## src/rtl/ysyx_22040237_pkg.sv

```systemverilog
// ysyx_22040237 shared defines: opcodes, IFU state encoding,
// reset PC and instruction width. No ports.
package ysyx_22040237_pkg;

  localparam int INST_W = 32;

  localparam logic [31:0] IFU_RESET_PC = 32'h8000_0000;

  localparam logic [6:0] OP_LUI    = 7'b0110111;
  localparam logic [6:0] OP_AUIPC  = 7'b0010111;
  localparam logic [6:0] OP_JAL    = 7'b1101111;
  localparam logic [6:0] OP_JALR   = 7'b1100111;
  localparam logic [6:0] OP_BRANCH = 7'b1100011;
  localparam logic [6:0] OP_LOAD   = 7'b0000011;
  localparam logic [6:0] OP_STORE  = 7'b0100011;
  localparam logic [6:0] OP_IMM    = 7'b0010011;
  localparam logic [6:0] OP_REG    = 7'b0110011;
  localparam logic [6:0] OP_SYSTEM = 7'b1110011;

  typedef enum logic [1:0] {
    IFU_REQ  = 2'd0,
    IFU_WAIT = 2'd1,
    IFU_OUT  = 2'd2
  } ifu_state_e;

  function automatic logic misaligned(
    input logic [31:0] a
  );
    return a[1:0] != 2'b00;
  endfunction

endpackage

```

## src/rtl/ysyx_22040237_ifu.sv

```systemverilog
// Instruction fetch unit: one outstanding imem request, redirect kill.
// Ports: clk, rst (async, active-low), redirect_*, imem_req_*, imem_rsp_*, inst_*.
module ysyx_22040237_ifu
  import ysyx_22040237_pkg::*;
#(
  parameter logic [31:0] RESET_PC = IFU_RESET_PC
) (
  input  logic              clk,
  input  logic              rst,
  input  logic              redirect_valid,
  input  logic [31:0]       redirect_addr,
  output logic              imem_req_valid,
  input  logic              imem_req_ready,
  output logic [31:0]       imem_req_addr,
  input  logic              imem_rsp_valid,
  input  logic [INST_W-1:0] imem_rsp_data,
  input  logic              imem_rsp_err,
  output logic              inst_valid,
  input  logic              inst_ready,
  output logic [INST_W-1:0] inst_data,
  output logic [31:0]       inst_pc,
  output logic              inst_fault
);

  ifu_state_e        state_q, state_d;
  logic [31:0]       pc_q, pc_d;
  logic              kill_q, kill_d;
  logic              live_q;
  logic [INST_W-1:0] data_q, data_d;
  logic [31:0]       ipc_q, ipc_d;
  logic              fault_q, fault_d;
  logic              req_on;
  logic              pc_bad;

  // live_q holds off the first request until one clock after reset release
  assign pc_bad = misaligned(pc_q);
  assign req_on = live_q && (state_q == IFU_REQ) && !pc_bad;

  assign imem_req_valid = req_on;
  assign imem_req_addr  = {pc_q[31:2], 2'b00};
  assign inst_valid     = (state_q == IFU_OUT);
  assign inst_data      = data_q;
  assign inst_pc        = ipc_q;
  assign inst_fault     = fault_q;

  always_comb begin
    state_d = state_q;
    pc_d    = pc_q;
    kill_d  = kill_q;
    data_d  = data_q;
    ipc_d   = ipc_q;
    fault_d = fault_q;
    unique case (state_q)
      IFU_REQ: begin
        if (redirect_valid) begin
          pc_d = redirect_addr;
          // request accepted under a redirect: absorb its response
          if (req_on && imem_req_ready) begin
            state_d = IFU_WAIT;
            kill_d  = 1'b1;
          end
        end else if (live_q && pc_bad) begin
          state_d = IFU_OUT;
          data_d  = '0;
          ipc_d   = pc_q;
          fault_d = 1'b1;
        end else if (req_on && imem_req_ready) begin
          state_d = IFU_WAIT;
        end
      end
      IFU_WAIT: begin
        if (redirect_valid) begin
          pc_d = redirect_addr;
          if (imem_rsp_valid) begin
            state_d = IFU_REQ;
            kill_d  = 1'b0;
          end else begin
            kill_d = 1'b1;
          end
        end else if (imem_rsp_valid) begin
          if (kill_q) begin
            state_d = IFU_REQ;
            kill_d  = 1'b0;
          end else begin
            state_d = IFU_OUT;
            data_d  = imem_rsp_err ? '0 : imem_rsp_data;
            ipc_d   = pc_q;
            fault_d = imem_rsp_err;
          end
        end
      end
      IFU_OUT: begin
        if (redirect_valid) begin
          pc_d    = redirect_addr;
          state_d = IFU_REQ;
        end else if (inst_ready) begin
          pc_d    = pc_q + 32'd4;
          state_d = IFU_REQ;
        end
      end
      default: begin
        state_d = IFU_REQ;
      end
    endcase
  end

  always_ff @(posedge clk or negedge rst) begin
    if (!rst) begin
      state_q <= IFU_REQ;
      pc_q    <= RESET_PC;
      kill_q  <= 1'b0;
      live_q  <= 1'b0;
      data_q  <= '0;
      ipc_q   <= '0;
      fault_q <= 1'b0;
    end else begin
      state_q <= state_d;
      pc_q    <= pc_d;
      kill_q  <= kill_d;
      live_q  <= 1'b1;
      data_q  <= data_d;
      ipc_q   <= ipc_d;
      fault_q <= fault_d;
    end
  end

endmodule

```

## config.mk

```make
export PLATFORM = sky130hd
export DESIGN_NAME = ysyx_22040237_ifu
export DESIGN_NICKNAME = d
export VERILOG_FILES = /design/src/rtl/ysyx_22040237_pkg.sv /design/src/rtl/ysyx_22040237_ifu.sv
export SDC_FILE = /design/constraint.sdc
export NUM_CORES = 1
export LEC_CHECK = 0
export CAP_MARGIN = 20
export CELL_PAD_IN_SITES_DETAIL_PLACEMENT = 0
export CELL_PAD_IN_SITES_GLOBAL_PLACEMENT = 1
export CORE_MARGIN = 3
export CORE_UTILIZATION = 35
export CTS_BUF_LIST = sky130_fd_sc_hd__clkbuf_4 sky130_fd_sc_hd__clkbuf_8
export CTS_CLUSTER_DIAMETER = 40
export DETAILED_ROUTE_END_ITERATION = 10
export PLACE_DENSITY = 0.94
export REMOVE_ABC_BUFFERS = 1
export SYNTH_ARGS = -nofsm -noshare
export SYNTH_HDL_FRONTEND = slang
export SYNTH_SLANG_ARGS = --single-unit
```

## constraint.sdc

```tcl
create_clock -name clk -period 2.84 [get_ports clk]
set_input_delay 0.568 -clock clk [delete_from_list [all_inputs] [get_ports clk]]
set_output_delay 0.568 -clock clk [all_outputs]
set_load 0.01 [all_outputs]
```

=== Word-level counts from Yosys, hierarchy flattened ===
Cells that the tools add are included.

* $add $sub $neg: 1
* Equal/unequal tests: 12
* Multiplexer cells: 39
* Reductions and logical operators: 14

{| class="wikitable"
|+ Operator list
! operator !! count
|-
| $mux W32 || 14
|-
| $pmux W32 S2 || 3
|-
| $add A32 B3 Y32 const B || 1
|-
| $mux W2 || 9
|-
| $mux W1 || 10
|-
| $ne A2 B2 Y1 const B || 5
|-
| $ne A2 B1 Y1 const B || 3
|-
| $pmux W2 S3 || 1
|-
| $reduce_and A6 Y1 || 1
|-
| $reduce_bool A2 Y1 || 3
|-
| $logic_and A1 B1 Y1 || 4
|-
| $pmux W1 S2 || 2
|-
| $reduce_and A4 Y1 || 1
|-
| $ne A3 B2 Y1 const B || 1
|-
| $ne A3 B3 Y1 const B || 1
|-
| $reduce_and A3 Y1 || 1
|-
| $eq A2 B1 Y1 const B || 1
|-
| $eq A2 B2 Y1 const B || 1
|-
| $logic_not A2 Y1 || 1
|-
| $reduce_and A2 Y1 || 1
|-
| $reduce_or A2 Y1 || 1
|-
| $logic_not A1 Y1 || 1
|}

* Register bits: 101
* Input bits: 71
* Output and inout bits: 99
* Logic and storage cells: 73

=== Longest topological paths before layout ===
Gate-level depths: netlist of the first run.

* Depth after elaboration: 8
* Gate-level depth with buffers: 8
* Gate-level depth less buffers: 6

=== Worst setup path before layout of the first run ===
OpenSTA, ideal clock, no wires.

* Path kind: register to register
* From: reg pc_q[2]
* To: reg pc_q[30]
* Setup time: 0.128 ns
* Arrival: 1.901 ns
* Required time: 2.712 ns
* Slack: 0.811 ns
* Stages on the path, launching flop included: 7
* Buffers on the path: 0
* Clock period less this slack: 2.029 ns
* Path through: dfrtp_1 > ha_1 > nand4_1 > or4_4 > nor3_2 > and4_1 > nor3_1

* Word-level cells in the longest chain between the ends: 4

{| class="wikitable"
|+ RTL lines
! what !! line !! RTL
|-
| start, declared || ysyx_22040237_ifu.sv:26 || <nowiki>logic [31:0] pc_q, pc_d;</nowiki>
|-
| start signal, assigned || ysyx_22040237_ifu.sv:118 || <nowiki>pc_q <= pc_d;</nowiki>
|-
| $add A32 B3 Y32 || ysyx_22040237_ifu.sv:97 || <nowiki>pc_d = pc_q + 32'd4;</nowiki>
|-
| $mux W32 || ysyx_22040237_ifu.sv:96 || <nowiki>end else if (inst_ready) begin</nowiki>
|-
| $mux W32 || ysyx_22040237_ifu.sv:93 || <nowiki>if (redirect_valid) begin</nowiki>
|-
| $pmux W32 S2 || ysyx_22040237_ifu.sv:53 || <nowiki>unique case (state_q)</nowiki>
|}

Every way passes these cells. The select of a mux whose other input is x is not followed.
A chain may end at the register's enable or synchronous reset.

=== Worst setup path after layout of the first run ===
* From: reg state_q[0]
* To: out imem_req_valid

* Word-level cells in the longest chain between the ends: 3

{| class="wikitable"
|+ RTL lines
! what !! line !! RTL
|-
| start, declared || ysyx_22040237_ifu.sv:25 || <nowiki>ifu_state_e state_q, state_d;</nowiki>
|-
| start signal, assigned || ysyx_22040237_ifu.sv:117 || <nowiki>state_q <= state_d;</nowiki>
|-
| $logic_not A2 Y1 || ysyx_22040237_ifu.sv:37 || <nowiki>assign req_on = live_q && (state_q == IFU_REQ) && !pc_bad;</nowiki>
|-
| $logic_and A1 B1 Y1 (2 in series) || ysyx_22040237_ifu.sv:37 ||
|-
| end, declared || ysyx_22040237_ifu.sv:12 || <nowiki>output logic imem_req_valid,</nowiki>
|}

Every way passes these cells.

==> run_results.csv, run 1 <==
group,metric,value,unit
outcome,status,"finished clean",
synthesis,syn_area,4810,sq um
pwr,pwr-share-comb,0.386,
die,floorplan.initialDensity,0.360,
critical_path,cp_max_fo,7,
synthesis,avgSynthCellArea,10.8,sq um
global_route,grt_max_degree,54,
critical_path,worstPathArrival,1960,ps
global_route,use_met3,0.0549,
sta,report.final.slew_viol_count,0,
sta,hold_violations,0,
layout,final_cell_mix,"166 x clkdlybuf4s50_1, 100 x dfrtp_1, 33 x a22o_1",
critical_path,cpPeakStageDelay,620,ps
global_route,grt_pass1_vias,3996,
cts,clk_path_buf_depth,2,
place,gp_congestion,0.798,
cts,clockRootBuffer,"clkbuf_8",
synthesis,syn_inst,447,
layout,antennaDiodeCount,0,
detailed_routing,drt-total-wl,13800,um
place,portBuffers,167,
global_route,grt_first_pass_wirelength,21200,um
layout,fin_nets,655,
worst_hold_path,hp-class,"input port to async pin",
sta,fin_setup_tns,0,ps
cts,clk_latency,390,ps
critical_path,worstPathRequired,2270,ps
cts,h-tree-depth,3,
sta,setup_viol,0,
detailed_routing,drt_pass1_iterations,4,
synthesis,yosys_warnings,0,
layout,syn2layout_area_growth,39.3,%
sta,max_freq,396,MHz
die,rows,42,
critical_path,worst_setup_path_end_kind,"output port",
pwr,p_leak,0.00272,uW
sta,fin_crit,2520,ps
detailed_routing,vias,4016,
cts,cts_setup_buffers,0,
cts,cts_resized,0,
cts,tritoncts,"done",
detailed_routing,drc_errors,0,
critical_path,cp_top_family,"buffers and inverters",
die,core,13300,sq um
pwr,p_seq_frac,0.441,
sta,finClkSkew,18.0,ps
detailed_routing,first_iter_violations,203,
global_route,gr-max-usage-layer,"met2",
critical_path,path_cells,"nand2b_1 > nor4_1 > clkdlybuf4s50_1",
flow_run,cap_violations,0,
pwr,cellPowerDensity,746,nW/um^2
pwr,p_clk_frac,0.174,
synthesis,ys_seq_area_frac,0.526,
layout,drive_gt1_frac,0.139,
detailed_routing,drtAntennaViolNets,0,
global_route,grtUsageMet1,0.221,
synthesis,ys_seq_elements,101,
critical_path,crit_slowest_cell,"clkdlybuf4s50_1",
cts,cts_made_buffers,9,
global_route,gr-usage-all-layers,0.182,
pwr,swShare,0.334,
cts,hold_buffers,0,
detailed_routing,vias_per_cell,5.26,
die,die_w,123,um
die,die-area,15200,sq um
global_route,grt_antenna_before_repair,0,
sta,rsz0062_at_grt,"false",
critical_path,start_kind,"register",
synthesis,synth_ff_type,"dfrtp_1",
die,io-pin-count,170,
sta,period_share,0.888,
critical_path,critPathKind,"register to output port",
critical_path,cp_num_buf_inv,1,
cts,clock-sinks,101,
layout,fillers,1224,
global_route,gr-usage-met2,0.301,
cts,clkSlewWorstSetupHoldPaths,100,ps
detailed_routing,wl_per_cell,18.0,um
sta,hold_slack,208,ps
pwr,p_int,3330,uW
sta,slew_headroom,0.535,
pwr,p_switching,1670,uW
global_route,grt_overflow_total,0,
sta,worst_pin_slew,697,ps
synthesis,synth_edf_count,0,
die,die_h,123,um
layout,final_common_cell,"clkdlybuf4s50_1",
pwr,vdd.ir_drop.worst,0.000371,V
synthesis,synth_cell_types,47,
place,dp_hpwl,10100,um
synthesis,async_flop_share,1.00,
## synth_stat cells, drive strengths merged, types with 2 or more instances
library cell,n,share of area
o22ai,9,0.012
nor2,27,0.021
nand4,6,0.0078
and3,5,0.0065
a2bb2oi,5,0.0091
inv,8,0.0062
conb,2,0.0016
nor3,13,0.015
o21ai,17,0.018
nand3,19,0.022
buf,36,0.055
a22o,33,0.060
nor4,8,0.019
mux2,32,0.075
or3,4,0.0052
or4,2,0.0047
a31oi,7,0.0091
mux2i,2,0.0042
nor2b,2,0.0026
nand3b,2,0.0031
a211oi,5,0.0089
nand2,29,0.023
a21oi,24,0.025
and4,4,0.0073
o21a,2,0.0031
a311oi,5,0.0091
clkbuf,23,0.018
nand2b,4,0.0052
or2,4,0.0052
dfrtp,100,0.52
## kinds of logic after synthesis
family,count (synthesis),synth area share
AO/OA/AOI/OAI,111,0.161
adder cells (fa/ha/maj),1,0.00260
buffers and inverters,67,0.0797
flip-flops,101,0.526
multiplexers,34,0.0791
other,2,0.00156
AND/OR/NAND/NOR,131,0.150
## layer usage
layer,part of all wire,vias up
met5,0,-
met4,0.017,0
met3,0.086,18
met2,0.48,143
met1,0.41,1982
li1,-,1873
## metrics by stage
step                       util  cell area [sq um]  setup slack, ps  cells  total power [uW]
after global placement    0.488               6520              409    748              4110
after floorplan               -               4460             -199    389              2970
after detailed placement  0.488               6520              351    748              4180
final                     0.502               6700              317    764              4990
after global routing      0.502               6700              207    764              5310
after CTS                 0.502               6700              288    764              5060
## power by group through the flow
stage                     Clock, uW  Combinational (uW)  Sequential, uW
final                           867                1930            2200
after global placement            0                1900            2210
after global routing            964                2070            2270
after detailed placement          0                1950            2230
after CTS                       900                1950            2210
after floorplan                   0                 642            2330
## flip-flops by register name, summed over array words and instances (netlist names)
register and flops:
live_q 1, inst_data 32, kill_q 1, pc_q 32, inst_pc 32, state_q 2
inst_fault 1
## final cells by class
class / instances / area, sq um / area share
Sequential cell: 101 / 2530 / 0.378
Multi-Input combinational cell: 280 / 1910 / 0.286
Timing Repair Buffer: 183 / 1830 / 0.273
Tap cell: 176 / 220 / 0.0329
Clock buffer: 11 / 139 / 0.0207
Clock inverter: 5 / 37.5 / 0.00561
Inverter: 8 / 30.0 / 0.00448
## final timing paths
| path | from | to | slack (ps) | cells past startpoint |
|---|---|---|---|---|
| setup reg to reg | pc_q[2]$_DFFE_PN0P_ | pc_q[30]$_DFFE_PN0P_ | 680 | 6 |
| hold reg to reg | inst_pc[0]$_DFFE_PN0P_ | inst_pc[0]$_DFFE_PN0P_ | 510 | 1 |
| max in group asynchronous | rst | pc_q[31]$_DFFE_PN1P_ | 1850 | 2 |
| setup / recovery | state_q[0]$_DFFE_PN0P_ | imem_req_valid | 320 | 3 |
| min in group clk | inst_pc[0]$_DFFE_PN0P_ | inst_pc[0]$_DFFE_PN0P_ | 510 | 1 |
| hold / removal | rst | inst_data[27]$_DFFE_PN0P_ | 210 | 1 |
Note: power is estimated with default switching activity, not from simulation.
==> inputs of run 2 (changes only) <==
--- a/config.mk
+++ b/config.mk
@@ -8,13 +8,15 @@
 export CAP_MARGIN = 20
 export CELL_PAD_IN_SITES_DETAIL_PLACEMENT = 0
 export CELL_PAD_IN_SITES_GLOBAL_PLACEMENT = 1
-export CORE_MARGIN = 3
+export CORE_MARGIN = 2
 export CORE_UTILIZATION = 35
 export CTS_BUF_LIST = sky130_fd_sc_hd__clkbuf_4 sky130_fd_sc_hd__clkbuf_8
 export CTS_CLUSTER_DIAMETER = 40
 export DETAILED_ROUTE_END_ITERATION = 10
+export GPL_ROUTABILITY_DRIVEN = 0
 export PLACE_DENSITY = 0.94
 export REMOVE_ABC_BUFFERS = 1
+export SLEW_MARGIN = 20
 export SYNTH_ARGS = -nofsm -noshare
 export SYNTH_HDL_FRONTEND = slang
 export SYNTH_SLANG_ARGS = --single-unit
==> run 2 against run 1 <==
  * Combinational power barely moved
  * Utilization did not move
  * Sequential power barely moved
  * Setup slack got worse by 5.1 ps
  * Sequential cell count did not move
  * Routed wire length fell by 4.0%
  * Highest routed layer unchanged
==> run_results.csv, run 2 (synthesis gave the netlist of run 1 again) <==
group,metric,value,unit
cts,clock-sinks,101,
sta,fin_setup_tns,0,ps
sta,report.final.slew_viol_count,0,
pwr,vdd.ir_drop.worst,0.000414,V
layout,final_common_cell,"clkdlybuf4s50_1",
sta,finClkSkew,9.69,ps
pwr,p_int,3330,uW
cts,cts_made_buffers,9,
cts,cts_resized,0,
critical_path,worstPathArrival,1960,ps
sta,fin_crit,2530,ps
critical_path,worst_setup_path_end_kind,"output port",
detailed_routing,first_iter_violations,169,
outcome,status,"finished clean",
detailed_routing,drtAntennaViolNets,0,
pwr,pwr-share-comb,0.390,
pwr,swShare,0.333,
detailed_routing,drt-total-wl,13200,um
place,portBuffers,167,
layout,fillers,1247,
layout,antennaDiodeCount,0,
pwr,p_seq_frac,0.434,
die,die_h,121,um
sta,slew_headroom,0.544,
cts,cts_setup_buffers,0,
sta,hold_violations,0,
detailed_routing,drc_errors,0,
global_route,grt_overflow_total,0,
detailed_routing,vias,4054,
cts,h-tree-depth,3,
worst_hold_path,hp-class,"input port to async pin",
global_route,grt_first_pass_wirelength,21300,um
layout,final_cell_mix,"166 x clkdlybuf4s50_1, 100 x dfrtp_1, 33 x a22o_1",
critical_path,cp_max_fo,7,
critical_path,start_kind,"register",
layout,drive_gt1_frac,0.145,
detailed_routing,vias_per_cell,5.28,
die,core,13300,sq um
sta,max_freq,396,MHz
cts,clkSlewWorstSetupHoldPaths,100,ps
die,die-area,14700,sq um
sta,setup_viol,0,
cts,clk_latency,390,ps
pwr,cellPowerDensity,747,nW/um^2
layout,syn2layout_area_growth,39.3,%
sta,rsz0062_at_grt,"false",
pwr,p_leak,0.00272,uW
global_route,grt_antenna_before_repair,0,
flow_run,cap_violations,0,
die,floorplan.initialDensity,0.360,
layout,postLayoutCoreUtil,0.502,
die,io-pin-count,170,
global_route,grt_max_degree,53,
global_route,gr-usage-all-layers,0.185,
die,rows,42,
detailed_routing,drt_pass1_iterations,4,
pwr,p_clk_frac,0.175,
critical_path,worstPathRequired,2270,ps
cts,clk_path_buf_depth,2,
sta,worst_pin_slew,684,ps
layout,fin_nets,659,
critical_path,critPathKind,"register to output port",
cts,clockRootBuffer,"clkbuf_8",
detailed_routing,wl_per_cell,17.2,um
die,die_w,121,um
pwr,p_switching,1670,uW
cts,tritoncts,"done",
sta,period_share,0.890,
global_route,grt_pass1_vias,4106,
cts,hold_buffers,0,
place,dp_hpwl,9770,um
run 2: power by group through the flow:
stage / clock (uW) / sequential [uW] / combinational (uW)
after global routing: 978 / 2240 / 2100
final: 876 / 2170 / 1950
after global placement: 0 / 2180 / 1930
after CTS: 912 / 2170 / 1980
after detailed placement: 0 / 2200 / 1970
after floorplan: 0 / 2330 / 642
run 2: final timing paths:
| check | cells after the start | start | slack [ps] | to |
|---|---|---|---|---|
| max | 3 | state_q[0]$_DFFE_PN0P_ | 310 | imem_req_valid |
| min | 1 | rst | 220 | inst_pc[23]$_DFFE_PN0P_ |
| max reg2reg | 6 | pc_q[2]$_DFFE_PN0P_ | 690 | pc_q[30]$_DFFE_PN0P_ |
| min reg2reg | 1 | inst_pc[7]$_DFFE_PN0P_ | 510 | inst_pc[7]$_DFFE_PN0P_ |
| max in group asynchronous | 2 | rst | 1770 | inst_data[5]$_DFFE_PN0P_ |
| min in group clk | 1 | inst_pc[7]$_DFFE_PN0P_ | 510 | inst_pc[7]$_DFFE_PN0P_ |
run 2: final cells by class:
cell class                      instances  area [sq um]  area share
Clock buffer                           10           138      0.0206
Inverter                                8          30.0     0.00448
Sequential cell                       101          2530       0.378
Timing Repair Buffer                  187          1820       0.272
Clock inverter                          6          46.3     0.00691
Multi-Input combinational cell        280          1910       0.286
Tap cell                              176           220      0.0329
run 2: stage by stage:
step / worst slack, ps / area (sq um) / hold slack [ps] / std cells / total power [uW]
3_3_place_gp: 470 / 6510 / 487 / 752 / 4110
3_5_place_dp: 414 / 6510 / 493 / 752 / 4160
5_1_grt: 152 / 6700 / 256 / 768 / 5310
6_report: 312 / 6700 / 218 / 768 / 5000
4_1_cts: 273 / 6700 / 228 / 768 / 5060
2_1_floorplan: -199 / 4460 / 272 / 389 / 2970
run 2: per-layer routing:
layer	wire [um]	vias up	GRT usage
met5	0	-	0
met4	175	0	0.0489
met3	1110	12	0.0695
met2	6380	154	0.307
met1	5560	2017	0.227
li1	-	1871	-
run 2: worst max-delay path, stage by stage, from the launching register on:
cell and delay, ps:
dfrtp_1 480, nand2b_1 190, nor4_1 290, clkdlybuf4s50_1 620
